<file path="config.mk">
export PLATFORM = sky130hd
export DESIGN_NAME = fwd_scoreboard_flat
export DESIGN_NICKNAME = d
export VERILOG_FILES = /design/src/rtl/fwd_scoreboard_if.sv /design/src/rtl/fwd_scoreboard.sv /design/src/flat_wrapper.sv
export SDC_FILE = /design/constraint.sdc
export NUM_CORES = 1
export LEC_CHECK = 0
export CORE_MARGIN = 2
export CORE_UTILIZATION = 37
export DETAILED_ROUTE_END_ITERATION = 7
export HOLD_SLACK_MARGIN = 0.06
export SETUP_SLACK_MARGIN = 0.15
export SLEW_MARGIN = 5
export SYNTH_ARGS = -nofsm -noshare
export SYNTH_HDL_FRONTEND = slang
export SYNTH_SLANG_ARGS = --single-unit
</file>
<file path="constraint.sdc">
create_clock -name clk -period 4.9 [get_ports clk]
set_clock_uncertainty 0.15 [all_clocks]
set_input_delay 0.49 -clock clk [delete_from_list [all_inputs] [get_ports clk]]
set_output_delay 0.49 -clock clk [all_outputs]
set_load 0.02 [all_outputs]
</file>
<file path="src/rtl/fwd_scoreboard_if.sv">
// EX-stage forwarding/hazard bus: EX instruction fields in, per-source selects and stall out.
// The optional stall counter (FWD_STALL_CNT_EN) is a plain port on fwd_scoreboard, not part of this bus.
interface fwd_scoreboard_if #(
  parameter int REG_ADDR_WIDTH = 5,
  parameter int NUM_SRC        = 2,
  parameter int DEPTH          = 3,
  parameter int LAT_WIDTH      = 2,
  parameter int SEL_WIDTH      = $clog2(DEPTH + 1)
);
  logic                              advance;
  logic                              flush;
  logic                              ex_regwrite;
  logic [REG_ADDR_WIDTH-1:0]         ex_rd;
  logic [LAT_WIDTH-1:0]              ex_lat;
  logic [NUM_SRC*REG_ADDR_WIDTH-1:0] ex_rs;
  logic [NUM_SRC-1:0]                ex_rs_used;
  logic [NUM_SRC*SEL_WIDTH-1:0]      fwd_sel;
  logic                              stall;

  modport master (
    output advance, flush, ex_regwrite, ex_rd, ex_lat, ex_rs, ex_rs_used,
    input  fwd_sel, stall
  );

  modport slave (
    input  advance, flush, ex_regwrite, ex_rd, ex_lat, ex_rs, ex_rs_used,
    output fwd_sel, stall
  );
endinterface

</file>
<file path="src/rtl/fwd_scoreboard.sv">
// Forwarding and hazard scoreboard over DEPTH in-flight result stages (slot 0 = youngest).
// Optional feature macro FWD_STALL_CNT_EN adds a saturating stall_cnt output (CNT_WIDTH bits).
module fwd_scoreboard #(
  parameter int REG_ADDR_WIDTH = 5,
  parameter int NUM_SRC        = 2,
  parameter int DEPTH          = 3,
  parameter int LAT_WIDTH      = 2,
  parameter int SEL_WIDTH      = $clog2(DEPTH + 1)
`ifdef FWD_STALL_CNT_EN
  ,
  parameter int CNT_WIDTH      = 32
`endif
) (
  input  logic                 clk,
  input  logic                 rst_n,
  fwd_scoreboard_if.slave      bus
`ifdef FWD_STALL_CNT_EN
  ,
  output logic [CNT_WIDTH-1:0] stall_cnt
`endif
);

  function automatic logic [LAT_WIDTH-1:0] sat_dec(input logic [LAT_WIDTH-1:0] v);
    return (v == '0) ? '0 : v - 1'b1;
  endfunction

  logic [DEPTH-1:0]                     valid_q, valid_d;
  logic [DEPTH-1:0][REG_ADDR_WIDTH-1:0] rd_q, rd_d;
  logic [DEPTH-1:0][LAT_WIDTH-1:0]      cnt_q, cnt_d;

  logic [REG_ADDR_WIDTH-1:0] src_rs  [NUM_SRC];
  logic                      src_hit [NUM_SRC];
  logic [SEL_WIDTH-1:0]      src_sel [NUM_SRC];
  logic [LAT_WIDTH-1:0]      src_cnt [NUM_SRC];

  logic [NUM_SRC*SEL_WIDTH-1:0] fwd_sel_c;
  logic                         stall_raw;
  logic                         stall_c;
  logic                         record;

  // Lookup: scan oldest to youngest so the youngest match overwrites older ones.
  always_comb begin
    fwd_sel_c = '0;
    stall_raw = 1'b0;
    for (int k = 0; k < NUM_SRC; k++) begin
      src_rs[k]  = bus.ex_rs[k*REG_ADDR_WIDTH +: REG_ADDR_WIDTH];
      src_hit[k] = 1'b0;
      src_sel[k] = '0;
      src_cnt[k] = '0;
      for (int i = DEPTH - 1; i >= 0; i--) begin
        if (valid_q[i] && (rd_q[i] == src_rs[k])) begin
          src_hit[k] = 1'b1;
          src_sel[k] = SEL_WIDTH'(i + 1);
          src_cnt[k] = cnt_q[i];
        end
      end
      if (!bus.ex_rs_used[k] || (src_rs[k] == '0)) begin
        src_hit[k] = 1'b0;
        src_sel[k] = '0;
      end
      fwd_sel_c[k*SEL_WIDTH +: SEL_WIDTH] = src_sel[k];
      if (src_hit[k] && (src_cnt[k] != '0)) begin
        stall_raw = 1'b1;
      end
    end
  end

  // A flushed EX instruction is dead, so it must not hold the pipeline.
  assign stall_c     = stall_raw & ~bus.flush;
  assign bus.stall   = stall_c;
  assign bus.fwd_sel = fwd_sel_c;

  assign record = bus.ex_regwrite && (bus.ex_rd != '0) && !stall_c && !bus.flush;

  // Slot shift: only on advance; counts age as they move toward retirement.
  always_comb begin
    valid_d = valid_q;
    rd_d    = rd_q;
    cnt_d   = cnt_q;
    if (bus.advance) begin
      for (int i = DEPTH - 1; i > 0; i--) begin
        valid_d[i] = valid_q[i-1];
        rd_d[i]    = rd_q[i-1];
        cnt_d[i]   = sat_dec(cnt_q[i-1]);
      end
      if (record) begin
        valid_d[0] = 1'b1;
        rd_d[0]    = bus.ex_rd;
        cnt_d[0]   = bus.ex_lat;
      end else begin
        valid_d[0] = 1'b0;
        rd_d[0]    = '0;
        cnt_d[0]   = '0;
      end
    end
  end

  always_ff @(posedge clk or negedge rst_n) begin
    if (!rst_n) begin
      valid_q <= '0;
      rd_q    <= '0;
      cnt_q   <= '0;
    end else begin
      valid_q <= valid_d;
      rd_q    <= rd_d;
      cnt_q   <= cnt_d;
    end
  end

`ifdef FWD_STALL_CNT_EN
  function automatic logic [CNT_WIDTH-1:0] sat_inc(input logic [CNT_WIDTH-1:0] v);
    return (v == '1) ? v : v + 1'b1;
  endfunction

  logic [CNT_WIDTH-1:0] stall_cnt_q, stall_cnt_d;

  always_comb begin
    stall_cnt_d = stall_cnt_q;
    if (stall_c && bus.advance) begin
      stall_cnt_d = sat_inc(stall_cnt_q);
    end
  end

  always_ff @(posedge clk or negedge rst_n) begin
    if (!rst_n) begin
      stall_cnt_q <= '0;
    end else begin
      stall_cnt_q <= stall_cnt_d;
    end
  end

  assign stall_cnt = stall_cnt_q;
`endif

endmodule

</file>
<file path="src/flat_wrapper.sv">
// flat-port wrapper written by rule: the top's interface ports become plain ports
module fwd_scoreboard_flat 
#(
  parameter int REG_ADDR_WIDTH = 5,
  parameter int NUM_SRC        = 2,
  parameter int DEPTH          = 3,
  parameter int LAT_WIDTH      = 2,
  parameter int SEL_WIDTH      = $clog2(DEPTH + 1)

)
  (clk, rst_n, bus_advance, bus_flush, bus_ex_regwrite, bus_ex_rd, bus_ex_lat, bus_ex_rs, bus_ex_rs_used, bus_fwd_sel, bus_stall);
  fwd_scoreboard_if #(.REG_ADDR_WIDTH(REG_ADDR_WIDTH), .NUM_SRC(NUM_SRC), .DEPTH(DEPTH), .LAT_WIDTH(LAT_WIDTH), .SEL_WIDTH(SEL_WIDTH)) bus_i ();
  input  logic clk;
  input  logic rst_n;
  input wire logic [$bits(bus_i.advance)-1:0] bus_advance;
  input wire logic [$bits(bus_i.flush)-1:0] bus_flush;
  input wire logic [$bits(bus_i.ex_regwrite)-1:0] bus_ex_regwrite;
  input wire logic [$bits(bus_i.ex_rd)-1:0] bus_ex_rd;
  input wire logic [$bits(bus_i.ex_lat)-1:0] bus_ex_lat;
  input wire logic [$bits(bus_i.ex_rs)-1:0] bus_ex_rs;
  input wire logic [$bits(bus_i.ex_rs_used)-1:0] bus_ex_rs_used;
  output wire logic [$bits(bus_i.fwd_sel)-1:0] bus_fwd_sel;
  output wire logic [$bits(bus_i.stall)-1:0] bus_stall;
  assign bus_i.advance = bus_advance;
  assign bus_i.flush = bus_flush;
  assign bus_i.ex_regwrite = bus_ex_regwrite;
  assign bus_i.ex_rd = bus_ex_rd;
  assign bus_i.ex_lat = bus_ex_lat;
  assign bus_i.ex_rs = bus_ex_rs;
  assign bus_i.ex_rs_used = bus_ex_rs_used;
  assign bus_fwd_sel = bus_i.fwd_sel;
  assign bus_stall = bus_i.stall;
  fwd_scoreboard #(.REG_ADDR_WIDTH(REG_ADDR_WIDTH), .NUM_SRC(NUM_SRC), .DEPTH(DEPTH), .LAT_WIDTH(LAT_WIDTH), .SEL_WIDTH(SEL_WIDTH)) u_core (.clk(clk), .rst_n(rst_n), .bus(bus_i));
endmodule
</file>
== Yosys cells after proc, flatten, opt, wreduce, memory -nomap -nowiden ==
Index checks and enable logic that the tools add are counted.

* Add/subtract/negate cells: 2
* Eq/ne operators: 6
* Muxes and demuxes: 29
* Bitwise gates (word level): 2
* Reduce and logical (&&, ||, !) cells: 24

{| class="wikitable"
|+ Operator list
! cell !! number
|-
| $mux 2 || 17
|-
| $eq 5x5->1 || 6
|-
| $logic_and 1x1->1 || 11
|-
| $mux 1 || 11
|-
| $logic_not 5->1 || 2
|-
| $mux 5 || 1
|-
| $reduce_bool 5->1 || 1
|-
| $logic_not 1->1 || 4
|-
| $logic_not 2->1 || 2
|-
| $reduce_bool 2->1 || 2
|-
| $sub 2x1->2 const B || 2
|-
| $logic_or 1x1->1 || 2
|-
| $and 1x1->1 || 1
|-
| $not 1->1 || 1
|}

* Register bits after elaboration: 24
* Input port bits: 24
* Output and inout port bits: 5
* Logic and storage cells: 70

== Logic depth before layout (Yosys ltp) ==
Gate-level depths: netlist of run 1.

* Depth after elaboration: 14
* Mapped depth: 6
* Depth with buffers taken out: 6

== Least setup slack after synthesis of run 1 ==
No wires, ideal clock.

* Path type: input to output
* From: in bus_ex_rs[9]
* To: out bus_stall
* Arrival time: 1.903 ns
* Required time: 4.260 ns
* Slack: 2.357 ns
* Cell stages on the path: 6
* Path buffers: 0
* Cell sequence: xor2_1 > nor4_2 > and4b_2 > a311oi_2 > a311oi_4 > o21ba_1

* Cells in the longest elaborated chain, start to end: 9
* Elaborated cells on any way between the ends: 19
* Those cells by class: eq/ne (3); mux (8); bitwise (1); reduce/logical (7)

{| class="wikitable"
|+ RTL lines
! element !! RTL line !! source
|-
| from (decl) || flat_wrapper.sv:20 || <nowiki>input wire logic [$bits(bus_i.ex_rs)-1:0] bus_ex_rs;</nowiki>
|-
| $eq 5x5->1 || fwd_scoreboard.sv:51 || <nowiki>if (valid_q[i] && (rd_q[i] == src_rs[k])) begin</nowiki>
|-
| $logic_and 1x1->1 || fwd_scoreboard.sv:51 ||
|-
| $mux 1 or $mux 2 (tied branches) (3 in a row) || fwd_scoreboard.sv:51 ||
|-
| $mux 1 or $reduce_bool 2->1 (tied branches) || fwd_scoreboard.sv:57, fwd_scoreboard.sv:62 ||
|-
| $logic_and 1x1->1 * || fwd_scoreboard.sv:62 || <nowiki>if (src_hit[k] && (src_cnt[k] != '0)) begin</nowiki>
|-
| $mux 1 * || fwd_scoreboard.sv:62 ||
|-
| $and 1x1->1 * || fwd_scoreboard.sv:69 || <nowiki>assign stall_c = stall_raw & ~bus.flush;</nowiki>
|-
| to (decl) || flat_wrapper.sv:23 || <nowiki>output wire logic [$bits(bus_i.stall)-1:0] bus_stall;</nowiki>
|}

Mark *: on every way between the ends. The rest lies on a longest branch, timed or not.

== Worst setup path in the final report of run 1 ==
* From: in bus_ex_rs[5]
* To: out bus_stall

The elaborated chain is that of the path after synthesis.

==> metrics.md, run 1 <==
| Metric | Value |
|---|---|
| Status | `finished clean` |
| Crit path kind | `input port to output pin` |
| Register area share after synthesis | `0.3915` |
| DIE HEIGHT | `68.39 um` |
| Slew HR | `0.2610` |
| CTS tree | `done` |
| Reg clk slew, reported paths | `0.08 ns` |
| Max-cap violations | `0` |
| Net Count, Synth | `173` |
| RSZ-0062 raised after global routing | `false` |
| Antenna Nets Post-Route | `0` |
| # setup viols final | `0` |
| I/O pins | `29` |
| Post-synth EDFFs | `0` |
| Antenna violations before repair | `0` |
| Tightest Pin Transition | `1.105 ns` |
| CP Max Fanout | `9` |
| Gate power share | `0.191` |
| Startpoint class of the critical path | `input port` |
| Initial cell density of the core | `0.3835` |
| 1st-iter DRT viols | `47` |
| Slew Viols, Final | `0` |
| H-tree levels | `1` |
| Final hold slack | `0.3816 ns` |
| # nets final | `202` |
| Final WL | `3522 um` |
| # Post-CTS Setup Buffers | `0` |
| Die ar. | `0.004677 mm2` |
| Hold path start | `u_core.cnt_q[0]` |
| Share of flip-flops with an asynchronous set or reset | `1.000` |
| CP top delay family | `buffers and inverters` |
| Final period util | `0.7867` |
| Detailed Place HPWL | `2699 um` |
| Fillcell total | `366` |
| Vias in the first global route | `1291` |
| Arrival time at the worst endpoint | `3.21 ns` |
| Flops & latches, synth | `24` |
| Crit path buf inv count | `2` |
| Hold Path End | `u_core.cnt_q[3]` |
| Post-Synthesis Cell Area | `0.001534 mm2` |
| R2R depth | `6` |
| DRC Markers | `0` |
| NetSw | `128.0 uW` |
| Sw frac | `0.2553` |
| Wire per inst | `15.52 um` |
| Crit-path max cell delay | `0.60 ns` |
| Crit-path cells | `clkdlybuf4s50_1 > xnor2_1 > nand3_1 > nor3_1 > a311oi_2 > a311oi_4 > o21ba_1 > clkdlybuf4s50_1` |
| Yosys warning total | `0` |
| Synth Instances | `149` |
| Area fraction of the dominant cell type after synthesis | `0.3915` |
| Number of hold violations in the final report | `0` |
| Crit path required time | `4.26 ns` |
| Fraction of layout cells with a size suffix above 1 | `0.1356` |
| Peak supply drop | `0.1213 mV` |
| Buffers on Ports | `28` |
| CTS sink cnt | `24` |
| Cts-stage hold buffer count | `0` |
| Total Routing Usage GR | `0.1794` |
| CTS Buffer Depth | `2` |
| Vias | `1224` |
| Setup slack, reg-to-reg | `2.55 ns` |
| Commonest non-fill, non-tap cell in the layout | `clkdlybuf4s50_1` |
| CP max-delay cell | `clkdlybuf4s50_1` |
| DRT Pass-1 Iters | `4` |
| Die W | `68.39 um` |
| Worst skew pair latency | `0.27 ns` |
| Critical R2R Launch | `u_core.rd_q[9]` |
| Crit end category | `output pin` |
| Largest net degree at the start of global routing | `30` |
| Tmin final | `3.855 ns` |
| Synth area leaders | `dfrtp_1, xor2_1, mux2_2` |
| Root Buffer | `clkbuf_8` |
| Hold Path Cell Cnt | `2` |
| TritonCTS Buffers | `3` |
| Core Region | `0.004000 mm2` |
| Drt via density | `5.392` |
| Max Clk Rate | `0.2594 GHz` |
| Internal power | `373.4 uW` |
| GRT overflow | `0` |
| Post-Syn Area per Cell | `10.30 um2` |
| Area grow syn2layout | `24.47%` |
| Flop pwr share | `0.464` |
| Total Neg Setup Slack | `0 ns` |
| Pwr dens | `262.6 mW/mm2` |
| Worst min path class | `register to register` |
| Placement row count | `23` |
| R2r endpoint | `u_core.rd_q[0]` |
| First-pass GRT wire length | `6161 um` |
| ANT cells | `0` |
| Synth cell types | `36` |
| Resized cells post-CTS | `0` |
| Leak Pwr | `0.7680 nW` |
| Most frequent CP cell | `clkdlybuf4s50_1` |
| Most frequent cells in the layout | `clkdlybuf4s50_1, dfrtp_1, xor2_1` |
| Primary FF master, synth | `dfrtp_1` |
| Yosys top cell by area | `dfrtp_1` |
| Clock Power Share | `0.346` |
| GP Congestion | `0.8643` |
cell type report:
class	count	area [um2]	share of cell area
multi-input combinational	110	853.3	0.4469
inverter	11	41.29	0.02163
tap	50	62.56	0.03277
timing repair buffer	28	280.3	0.1468
clock inverter	1	30.03	0.01573
sequential	24	600.6	0.3145
clock buffer	3	41.29	0.02163
worst max-delay path by stage:
| stage | cells after the start | slack [ns] | start | end |
|---|---|---|---|---|
| 2_1_floorplan | 6 | 2.36 | bus_ex_rs[9] | bus_stall |
| 3_3_place_gp | 8 | 1.06 | bus_ex_rs[5] | bus_stall |
| 3_5_place_dp | 8 | 1.05 | bus_ex_rs[7] | bus_stall |
| 4_1_cts | 8 | 1.02 | bus_ex_rs[7] | bus_stall |
| 5_1_grt | 8 | 0.85 | bus_ex_rs[7] | bus_stall |
| 6_report | 8 | 1.05 | bus_ex_rs[5] | bus_stall |
routing by layer:
layer | GRT usage | wire (um) | part of all wire
met1 | 0.2425 | 1628 | 0.46
met5 | 0 | 0 | 0
met4 | 0.06000 | 61 | 0.017
met3 | 0.02796 | 141 | 0.040
met2 | 0.2909 | 1690 | 0.48
Yosys cell counts, types with 2 or more instances:
library cell   n
nor4_1         2
mux2_2        12
and3_1         2
inv_1         11
or4_1          2
nor2b_1        2
xnor2_1       14
nand3_1        9
o21ai_0        6
nand2_1       10
dfrtp_1       24
a211oi_1       2
xor2_1        16
nor3_1         2
nor2_1         6
a31o_2         2
o32ai_1        8
power by group through the flow:
stage          Sequential, mW  Clock [mW]  Combinational (mW)
4_1_cts                 0.232       0.177              0.0965
5_1_grt                 0.235       0.187               0.105
3_5_place_dp            0.236           0              0.0956
3_3_place_gp            0.236           0              0.0944
2_1_floorplan           0.230           0              0.0595
6_report                0.233       0.173              0.0956
sequential cells by signal, indices dropped and copies added (netlist names):
signal          count
u_core.cnt_q        6
u_core.rd_q        15
u_core.valid_q      3
tightest hold or removal path, delay by kind of cell (launching register included):
family | cells | cell delay, ns
AO/OA/AOI/OAI | 1 | 0.07
AND/OR/NAND/NOR | 1 | 0.07
flip-flops | 1 | 0.36
stage by stage:
step	area, um2	power, mW	setup slack (ns)	cells	util
floorplan	1534	0.2897	2.357	149	-
global placement	1838	0.3303	1.062	223	0.4595
detailed placement	1838	0.3318	1.046	223	0.4595
CTS	1909	0.5059	1.023	227	0.4773
global route	1909	0.5272	0.8512	227	0.4773
finish	1909	0.5014	1.045	227	0.4773
cells by family after synthesis:
logic type / share of synthesized area
xor+xnor: 0.1713
compound gates: 0.1427
mux: 0.08809
simple gates: 0.1542
buf+inv: 0.05220
flops: 0.3915
Power figures use the tool's default switching activity.
==> run 2: changes to the inputs <==
Clock period 4.9 ns to 3.26 ns, I/O delays scaled along.
==> metrics.md, run 2 (synthesized netlist as in run 1, its figures left out) <==
| Metric | Value |
|---|---|
| Status | `finished clean` |
| Final WL | `3527 um` |
| Tightest Pin Transition | `0.3647 ns` |
| Placement row count | `23` |
| Total Routing Usage GR | `0.1714` |
| Most frequent cells in the layout | `dfrtp_1, clkdlybuf4s50_1, xor2_1` |
| GP Congestion | `0.9649` |
| Crit-path max cell delay | `0.65 ns` |
| DRT Pass-1 Iters | `4` |
| Crit end category | `output pin` |
| Max FFs per register | `15` |
| Crit path kind | `input port to output pin` |
| GRT overflow | `0` |
| H-tree levels | `1` |
| ANT cells | `0` |
| Commonest non-fill, non-tap cell in the layout | `dfrtp_1` |
| Max Clk Rate | `0.3365 GHz` |
| Slew HR | `0.7552` |
| Area grow syn2layout | `29.36%` |
| Crit path required time | `2.78 ns` |
| Die W | `68.39 um` |
| I/O pins | `29` |
| Fin cells | `238` |
| Final period util | `0.9116` |
| Core Region | `0.004000 mm2` |
| Wire per inst | `14.82 um` |
| Startpoint class of the critical path | `input port` |
| # nets final | `214` |
| Cts-stage hold buffer count | `0` |
| CTS Buffer Depth | `2` |
| Root Buffer | `clkbuf_8` |
| Worst min path class | `input port to asynchronous set/reset pin` |
| DRC Markers | `0` |
| Peak supply drop | `0.1879 mV` |
| Setup slack, reg-to-reg | `0.92 ns` |
| Die ar. | `0.004677 mm2` |
| DIE HEIGHT | `68.39 um` |
| Initial cell density of the core | `0.3835` |
| First-pass GRT wire length | `6003 um` |
| Pwr dens | `340.7 mW/mm2` |
| Drt via density | `5.118` |
| Most frequent CP cell | `clkdlybuf4s50_1` |
| Tmin final | `2.972 ns` |
| Detailed Place HPWL | `2761 um` |
| Worst skew pair latency | `0.26 ns` |
| Antenna Nets Post-Route | `0` |
| Antenna violations before repair | `0` |
| Number of hold violations in the final report | `0` |
| Largest net degree at the start of global routing | `30` |
| Crit path buf inv count | `3` |
| Total Neg Setup Slack | `0 ns` |
| # Post-CTS Setup Buffers | `0` |
| Arrival time at the worst endpoint | `2.50 ns` |
| Placed cell count | `235` |
| Buffers on Ports | `28` |
| # setup viols final | `0` |
| Vias | `1218` |
| 1st-iter DRT viols | `29` |
| Leak Pwr | `0.8660 nW` |
| CP top delay family | `buffers and inverters` |
| Reg clk slew, reported paths | `0.08 ns` |
| Crit-path cells | `clkdlybuf4s50_1 > xnor2_1 > nand3_1 > nor3_1 > buf_4 > nand2_1 > a211oi_1 > clkdlybuf4s50_1` |
| Fraction of layout cells with a size suffix above 1 | `0.1915` |
| CTS sink cnt | `24` |
| Slew Viols, Final | `0` |
| Largest registers | `u_core.rd_q (15), u_core.cnt_q (6), u_core.valid_q (3)` |
| CTS tree | `done` |
| RSZ-0062 raised after global routing | `false` |
| Max-cap violations | `0` |
| TritonCTS Buffers | `3` |
| CP max-delay cell | `clkdlybuf4s50_1` |
| Vias in the first global route | `1268` |
| CP Max Fanout | `3` |
| Top reg by flops | `u_core.rd_q` |
run 2: path summary, 6_finish.rpt:
check	startpoint	to	depth (start not counted)
worst max-delay path	bus_ex_rs[5]	bus_fwd_sel[3]	8
worst min-delay path	rst_n	u_core.rd_q[11]	2
worst max register to register	u_core.rd_q[7]	u_core.valid_q[0]	7
worst min register to register	u_core.valid_q[0]	u_core.valid_q[1]	1
max in group asynchronous	rst_n	u_core.rd_q[5]	2
min in group clk	u_core.valid_q[0]	u_core.valid_q[1]	1
run 2: layout make-up:
class	instances	area (um2)
Fill cell	367	2016
Clock buffer	3	41.29
Tap cell	50	62.56
Sequential cell	24	600.6
Timing Repair Buffer	40	379.1
Inverter	11	41.29
Multi-Input combinational cell	110	859.6
run 2: repair_timing:
| action | 4_1_cts | 5_1_grt |
|---|---|---|
| pin swaps | 0 | 3 |
| gates resized for setup | 2 | 4 |
| setup endpoints to repair | 2 | 3 |
| gates cloned | 0 | 0 |
run 2: worst reg2reg max path, delay by kind of cell (launching register included):
| family | cells | cell delay (ns) |
|---|---|---|
| xor+xnor | 1 | 0.19 |
| flops | 1 | 0.45 |
| simple gates | 2 | 0.53 |
| buf+inv | 1 | 0.18 |
| compound gates | 3 | 0.75 |
run 2: power by group:
part | leakage (nW) | internal, mW | total (mW) | switching [mW]
Combinational | 0.521 | 0.0844 | 0.153 | 0.0682
Clock | 0.0216 | 0.0826 | 0.174 | 0.0915
Sequential | 0.324 | 0.320 | 0.349 | 0.0298
Total | 0.866 | 0.487 | 0.676 | 0.189
run 2: metrics by stage:
stage | hold WS, ns | area (um2) | setup slack (ns) | utilization | power [mW]
4_1_cts | 0.2720 | 1974 | 0.1787 | 0.4936 | 0.6816
3_5_place_dp | 0.3592 | 1928 | 0.05110 | 0.4820 | 0.5066
6_report | 0.2605 | 1984 | 0.2883 | 0.4961 | 0.6760
2_1_floorplan | -0.1196 | 1534 | 0.9449 | - | 0.4355
3_3_place_gp | 0.3429 | 1928 | 0.06561 | 0.4820 | 0.5044
5_1_grt | 0.2921 | 1984 | 0.1801 | 0.4961 | 0.7134
run 2: layer usage:
layer,part of all wire,vias to the layer above,track usage
li1,-,607,-
met1,0.48,570,0.2364
met2,0.47,37,0.2764
met3,0.042,4,0.02796
met4,0.0068,0,0.04750
met5,0,-,0
==> run 3: changes to the inputs <==
Settings changed: HOLD_SLACK_MARGIN 0.06 to 0.12.
==> results of run 3 <==
No change in the layout: final DEF, timing and power equal those of run 2.
==> variant 1 (config.mk and constraints of run 2) <==
`LAT_WIDTH` is set to 2 in 3 places; all go to 4.
--- a/src/rtl/fwd_scoreboard_if.sv
+++ b/src/rtl/fwd_scoreboard_if.sv
@@ -6,3 +6,3 @@
   parameter int DEPTH          = 3,
-  parameter int LAT_WIDTH      = 2,
+  parameter int LAT_WIDTH      = 4,
   parameter int SEL_WIDTH      = $clog2(DEPTH + 1)
--- a/src/rtl/fwd_scoreboard.sv
+++ b/src/rtl/fwd_scoreboard.sv
@@ -6,3 +6,3 @@
   parameter int DEPTH          = 3,
-  parameter int LAT_WIDTH      = 2,
+  parameter int LAT_WIDTH      = 4,
   parameter int SEL_WIDTH      = $clog2(DEPTH + 1)
--- a/src/flat_wrapper.sv
+++ b/src/flat_wrapper.sv
@@ -6,3 +6,3 @@
   parameter int DEPTH          = 3,
-  parameter int LAT_WIDTH      = 2,
+  parameter int LAT_WIDTH      = 4,
   parameter int SEL_WIDTH      = $clog2(DEPTH + 1)
Ports: changed (resized bus_ex_lat); port bits go from 29 to 31. No check against the original RTL was run, so the function may have changed too.
==> variant 1 against run 2 <==
- cell area grew 16%
- worst hold slack gained 24 ps
- wire length grew 14%
- cell count rose by 22%
- total power grew 40%
- worst setup slack worse by 4.9 ps
- largest cell class unchanged
- sequential cell count up 6
- synthesized area rose by 18%
==> variant 1: results (changes against run 2) <==
Leakage power summed over all cells -> 0.949 nW (was 0.866 nW)
Share of async-settable or async-resettable flops after synthesis -> 1.00 (unchanged)
Final nets -> 248 (was 214)
Fraction of the yosys area taken by sequential cells -> 0.414 (was 0.392)
Internal portion of total power -> 681 uW (was 487 uW)
Most instantiated cells after synthesis -> dfrtp_1, xor2_1, inv_1 (was dfrtp_1, xor2_1, xnor2_1)
Post-Route Setup TNS -> 0 ps (unchanged)
Total routing usage reported by global routing -> 0.177 (was 0.171)
Clock buffer depth -> 2 (unchanged)
Worst reg2reg path depth -> 7 (unchanged)
Weighted congestion at the end of routability-driven global placement -> 0.779 (was 0.965)
Placed cell areas -> 2210 sq um (was 1930 sq um)
Registers with the most flip-flops -> u_core.rd_q x15, u_core.cnt_q x12, u_core.valid_q x3 (was u_core.rd_q x15, u_core.cnt_q x6, u_core.valid_q x3)
Area contributors post-synth -> dfrtp_1, xor2_1, mux2_2 (unchanged)
Clock transition at the registers of the reported paths -> 60 ps (was 80 ps)
Ant. Diodes -> 0 (unchanged)
Overall via count from detail_route -> 1,461 (was 1,218)
Clock network latency to the later pin of the worst-skew pair -> 280 ps (was 260 ps)
First-pass GRT wire length -> 7180 microns (was 6000 microns)
Area fraction in compound gates after synthesis -> 0.143 (about the same)
Ys flop type -> dfrtp_1 (unchanged)
Router iterations before antenna repair -> 4 (unchanged)
Combined area of the multi-input logic cells -> 963 sq um (was 860 sq um)
Maximum resistive drop on vdd -> 186 uV (was 188 uV)
Xor and xnor fraction of the mapped netlist area -> 0.145 (was 0.171)
Yosys warnings -> 0 (unchanged)
Buffers added on ports -> 30 (was 28)
Pin count of the biggest net entering global routing -> 31 (was 30)
Library cells used by synthesis -> 38 (was 36)
Arr. time, crit path -> 2500 ps (about the same)
Status -> finished, final reports clean (unchanged)
Fill cell total of the finished layout -> 463 (was 367)
Share of final-layout standard cells stronger than drive strength 1 -> 0.143 (was 0.191)
Detailed Route Iter0 Violations -> 90 (was 29)
Number of buffers inserted by post-CTS setup repair -> 0 (unchanged)
Clk root buf -> clkbuf_8 (unchanged)
Proportion of synthesized area in mux cells -> 0.0863 (was 0.0881)
Number of nets in the synthesized netlist -> 211 (was 173)
Routed len/inst -> 13.8 microns (was 14.8 microns)
Antenna violations before repair -> 0 (unchanged)
H-Tree Depth -> 2 (was 1)
Number of buffers created by CTS -> 5 (was 3)
HP Class -> in -> async (unchanged)
Remaining max-slew budget at the tightest pin -> 0.651 (was 0.755)
Critical path peak fanout -> 4 (was 3)
Post-synthesis adder-cell area fraction -> 0 (unchanged)
Detailed Place HPWL -> 3080 microns (was 2760 microns)
Gates resized, CTS repair -> 1 (was 2)
Remaining DRCs -> 0 (unchanged)
==> variant 1: cell count changes in the layout (fill, tap and decap cells not counted), sizes merged, moves of 3 or more <==
cell / before / now
a21oi: 1 / 8
dlymetal6s2s: 4 / 0
buf: 12 / 7
nand4: 1 / 4
inv: 11 / 15
nor2: 6 / 11
dfrtp: 24 / 30
clkdlybuf4s50: 23 / 29
clkbuf: 3 / 7
==> variant 1: power groups by stage <==
stage / clock (mW) / sequential [mW] / combinational [mW]
floorplan: 0 / 0.446 / 0.121
global placement: 0 / 0.460 / 0.189
detailed placement: 0 / 0.461 / 0.191
CTS: 0.314 / 0.454 / 0.192
global route: 0.340 / 0.461 / 0.212
finish: 0.304 / 0.454 / 0.189
==> variant 1: metrics by stage <==
stage	hold WS, ps	instances	worst slack [ps]	total power [mW]
finish	285	290	283	0.948
detailed placement	366	282	102	0.651
global placement	363	282	125	0.649
global route	309	290	152	1.01
floorplan	-120	185	1060	0.568
CTS	290	290	264	0.960
==> variant 1: layout make-up <==
type,count,area share
multi-input cells,133,0.419
flip-flops and latches,30,0.327
repair buffers,37,0.153
clock buffers,7,0.0376
well taps,67,0.0365
inverters,15,0.0245
clock inverters,1,0.00218
==> variant 1: worst max-delay path, cell delays in order <==
cell and delay [ps]:
clkdlybuf4s50_1 500, xor2_1 180, nor4_1 330, nand3_1 190
a211oi_1 310, clkdlybuf4s50_1 660
==> variant 1: cells by family after synthesis <==
logic type	after synthesis
buffers and inverters	22
XOR/XNOR	30
multiplexers	14
AO/OA/AOI/OAI	36
AND/OR/NAND/NOR	53
flip-flops	30
==> variant 1: worst paths after layout <==
kind,from,end,slack (ps)
max,bus_ex_rs[9],bus_fwd_sel[3],280
min,rst_n,u_core.rd_q[9]$_DFFE_PN0P_,280
max reg2reg,u_core.rd_q[9]$_DFFE_PN0P_,u_core.cnt_q[1]$_DFFE_PN0P_,1090
min reg2reg,u_core.cnt_q[9]$_DFFE_PN0P_,u_core.cnt_q[9]$_DFFE_PN0P_,390
max in group asynchronous,rst_n,u_core.cnt_q[10]$_DFFE_PN0P_,2390
min in group clk,u_core.cnt_q[9]$_DFFE_PN0P_,u_core.cnt_q[9]$_DFFE_PN0P_,390
==> variant 1: per-layer routing <==
layer	routed length, microns	vias to the layer above	GRT usage	part of all wire
met1	2050	683	0.244	0.51
met5	0	-	0	0
met2	1740	37	0.262	0.43
met3	144	6	0.0556	0.036
li1	-	735	-	-
met4	72	0	0.0667	0.018
==> variant 2 (flow settings as in run 2) <==
Without the edit above. Take the reset off `rd_q` and load it in a clocked block of its own.
--- a/src/rtl/fwd_scoreboard.sv
+++ b/src/rtl/fwd_scoreboard.sv
@@ -100,3 +100,2 @@
       valid_q <= '0;
-      rd_q    <= '0;
       cnt_q   <= '0;
@@ -104,5 +103,8 @@
       valid_q <= valid_d;
-      rd_q    <= rd_d;
       cnt_q   <= cnt_d;
     end
+  end
+
+  always_ff @(posedge clk) begin
+    rd_q <= rd_d;
   end
Behaviour: no difference found for any inputs over 4 cycles, from zero or initial values and one cycle with rst_n low; that may be too few to reach the edited logic, so the function may still have changed.
==> variant 2 against run 2 <==
- cell area decreased by 10%
- synthesized area decreased by 10%
- wire length shrank 18%
- synthesized cell count fell by 20%
- sequential cell count is the same
- total power decreased by 4.4%
- worst setup slack better by 85 ps
- critical path type unchanged
- sequential share of layout area is 7.6 points higher
==> variant 2: results (changes against run 2) <==
Status -> finished, final reports clean (unchanged)
Arr. time, crit path -> 2410 ps (was 2500 ps)
Final nets -> 177 (was 214)
Power density over the cells -> 362 nW/um^2 (was 341 nW/um^2)
Placed cell areas -> 1720 sq um (was 1930 sq um)
Post-layout instance count excluding filler cells -> 200 (was 238)
Startpoint of the most critical register-to-register path -> u_core.rd_q[6]$_DFFE_PP_ (was u_core.rd_q[7]$_DFFE_PN0P_)
First-pass GRT wire length -> 4900 microns (was 6000 microns)
Synthesized area divided by synthesized cell count -> 11.6 sq um (was 10.3 sq um)
Post-synth EDFFs -> 15 (was 0)
Vias in the first global route -> 1,019 (was 1,268)
Ys flop type -> edfxtp_1 (was dfrtp_1)
Critical path peak fanout -> 4 (was 3)
Fill cell total of the finished layout -> 356 (was 367)
Detailed Place HPWL -> 2340 microns (was 2760 microns)
Worst setup path startpoint -> bus_ex_rs[9] (was bus_ex_rs[5])
Leakage power summed over all cells -> 0.636 nW (was 0.866 nW)
Period minus WS final -> 2890 ps (was 2970 ps)
Maximum resistive drop on vdd -> 254 uV (was 188 uV)
Area fraction in compound gates after synthesis -> 0.131 (was 0.143)
Area contributors post-synth -> edfxtp_1, dfrtp_1, xnor2_1 (was dfrtp_1, xor2_1, mux2_2)
Number of nets in the synthesized netlist -> 143 (was 173)
Via/cell ratio -> 5.10 (was 5.12)
Clock network latency to the later pin of the worst-skew pair -> 260 ps (about the same)
Total routing usage reported by global routing -> 0.153 (was 0.171)
Share of async-settable or async-resettable flops after synthesis -> 0.375 (was 1.00)
Worst reg2reg path depth -> 6 (was 7)
Fraction of the yosys area taken by sequential cells -> 0.490 (was 0.392)
Xor and xnor fraction of the mapped netlist area -> 0.191 (was 0.171)
Detailed Route Iter0 Violations -> 45 (was 29)
Gates resized, CTS repair -> 3 (was 2)
Library cells used by synthesis -> 34 (was 36)
Drt total wl -> 2890 microns (was 3530 microns)
Destination of the worst register-to-register timing path -> u_core.rd_q[4]$_SDFFCE_PN0P_ (was u_core.valid_q[0]$_DFFE_PN0P_)
Worst hold-check slack -> 204 ps (was 261 ps)
Proportion of synthesized area in mux cells -> 0.0163 (was 0.0881)
Most instantiated cells after synthesis -> xnor2_1, edfxtp_1, xor2_1 (was dfrtp_1, xor2_1, xnor2_1)
Share of final-layout standard cells stronger than drive strength 1 -> 0.105 (was 0.191)
Weighted congestion at the end of routability-driven global placement -> 0.823 (was 0.965)
Pin count of the biggest net entering global routing -> 14 (was 30)
Dpl ws -> 100 ps (was 51.1 ps)
variant 2: changes by cell type after synthesis, sizes merged, moves of 4 or more:
cell,run 2,this run
inv,11,4
o32ai,8,0
dfrtp,24,9
edfxtp,0,15
mux2,12,2
nand2,10,3
xor2,16,11
xnor2,14,19
and2,1,5
variant 2: report_power, final:
part | internal, mW | leakage, nW | total [mW] | switching, mW
logic | 0.0599 | 0.338 | 0.112 | 0.0518
registers | 0.342 | 0.275 | 0.360 | 0.0184
clock network | 0.0841 | 0.0231 | 0.174 | 0.0902
variant 2: area by class of cell:
cell class | count | share of cell area
sequential | 24 | 0.379
clock inverter | 1 | 0.00210
tap | 48 | 0.0337
inverter | 4 | 0.00842
timing repair buffer | 30 | 0.166
multi-input combinational | 90 | 0.388
clock buffer | 3 | 0.0231
variant 2: routing by layer:
metal	GRT usage	vias up	wire length (microns)
met5	0	-	0
met4	0.0651	0	38
met3	0.0243	4	128
met2	0.233	26	1320
met1	0.215	485	1400
li1	-	504	-
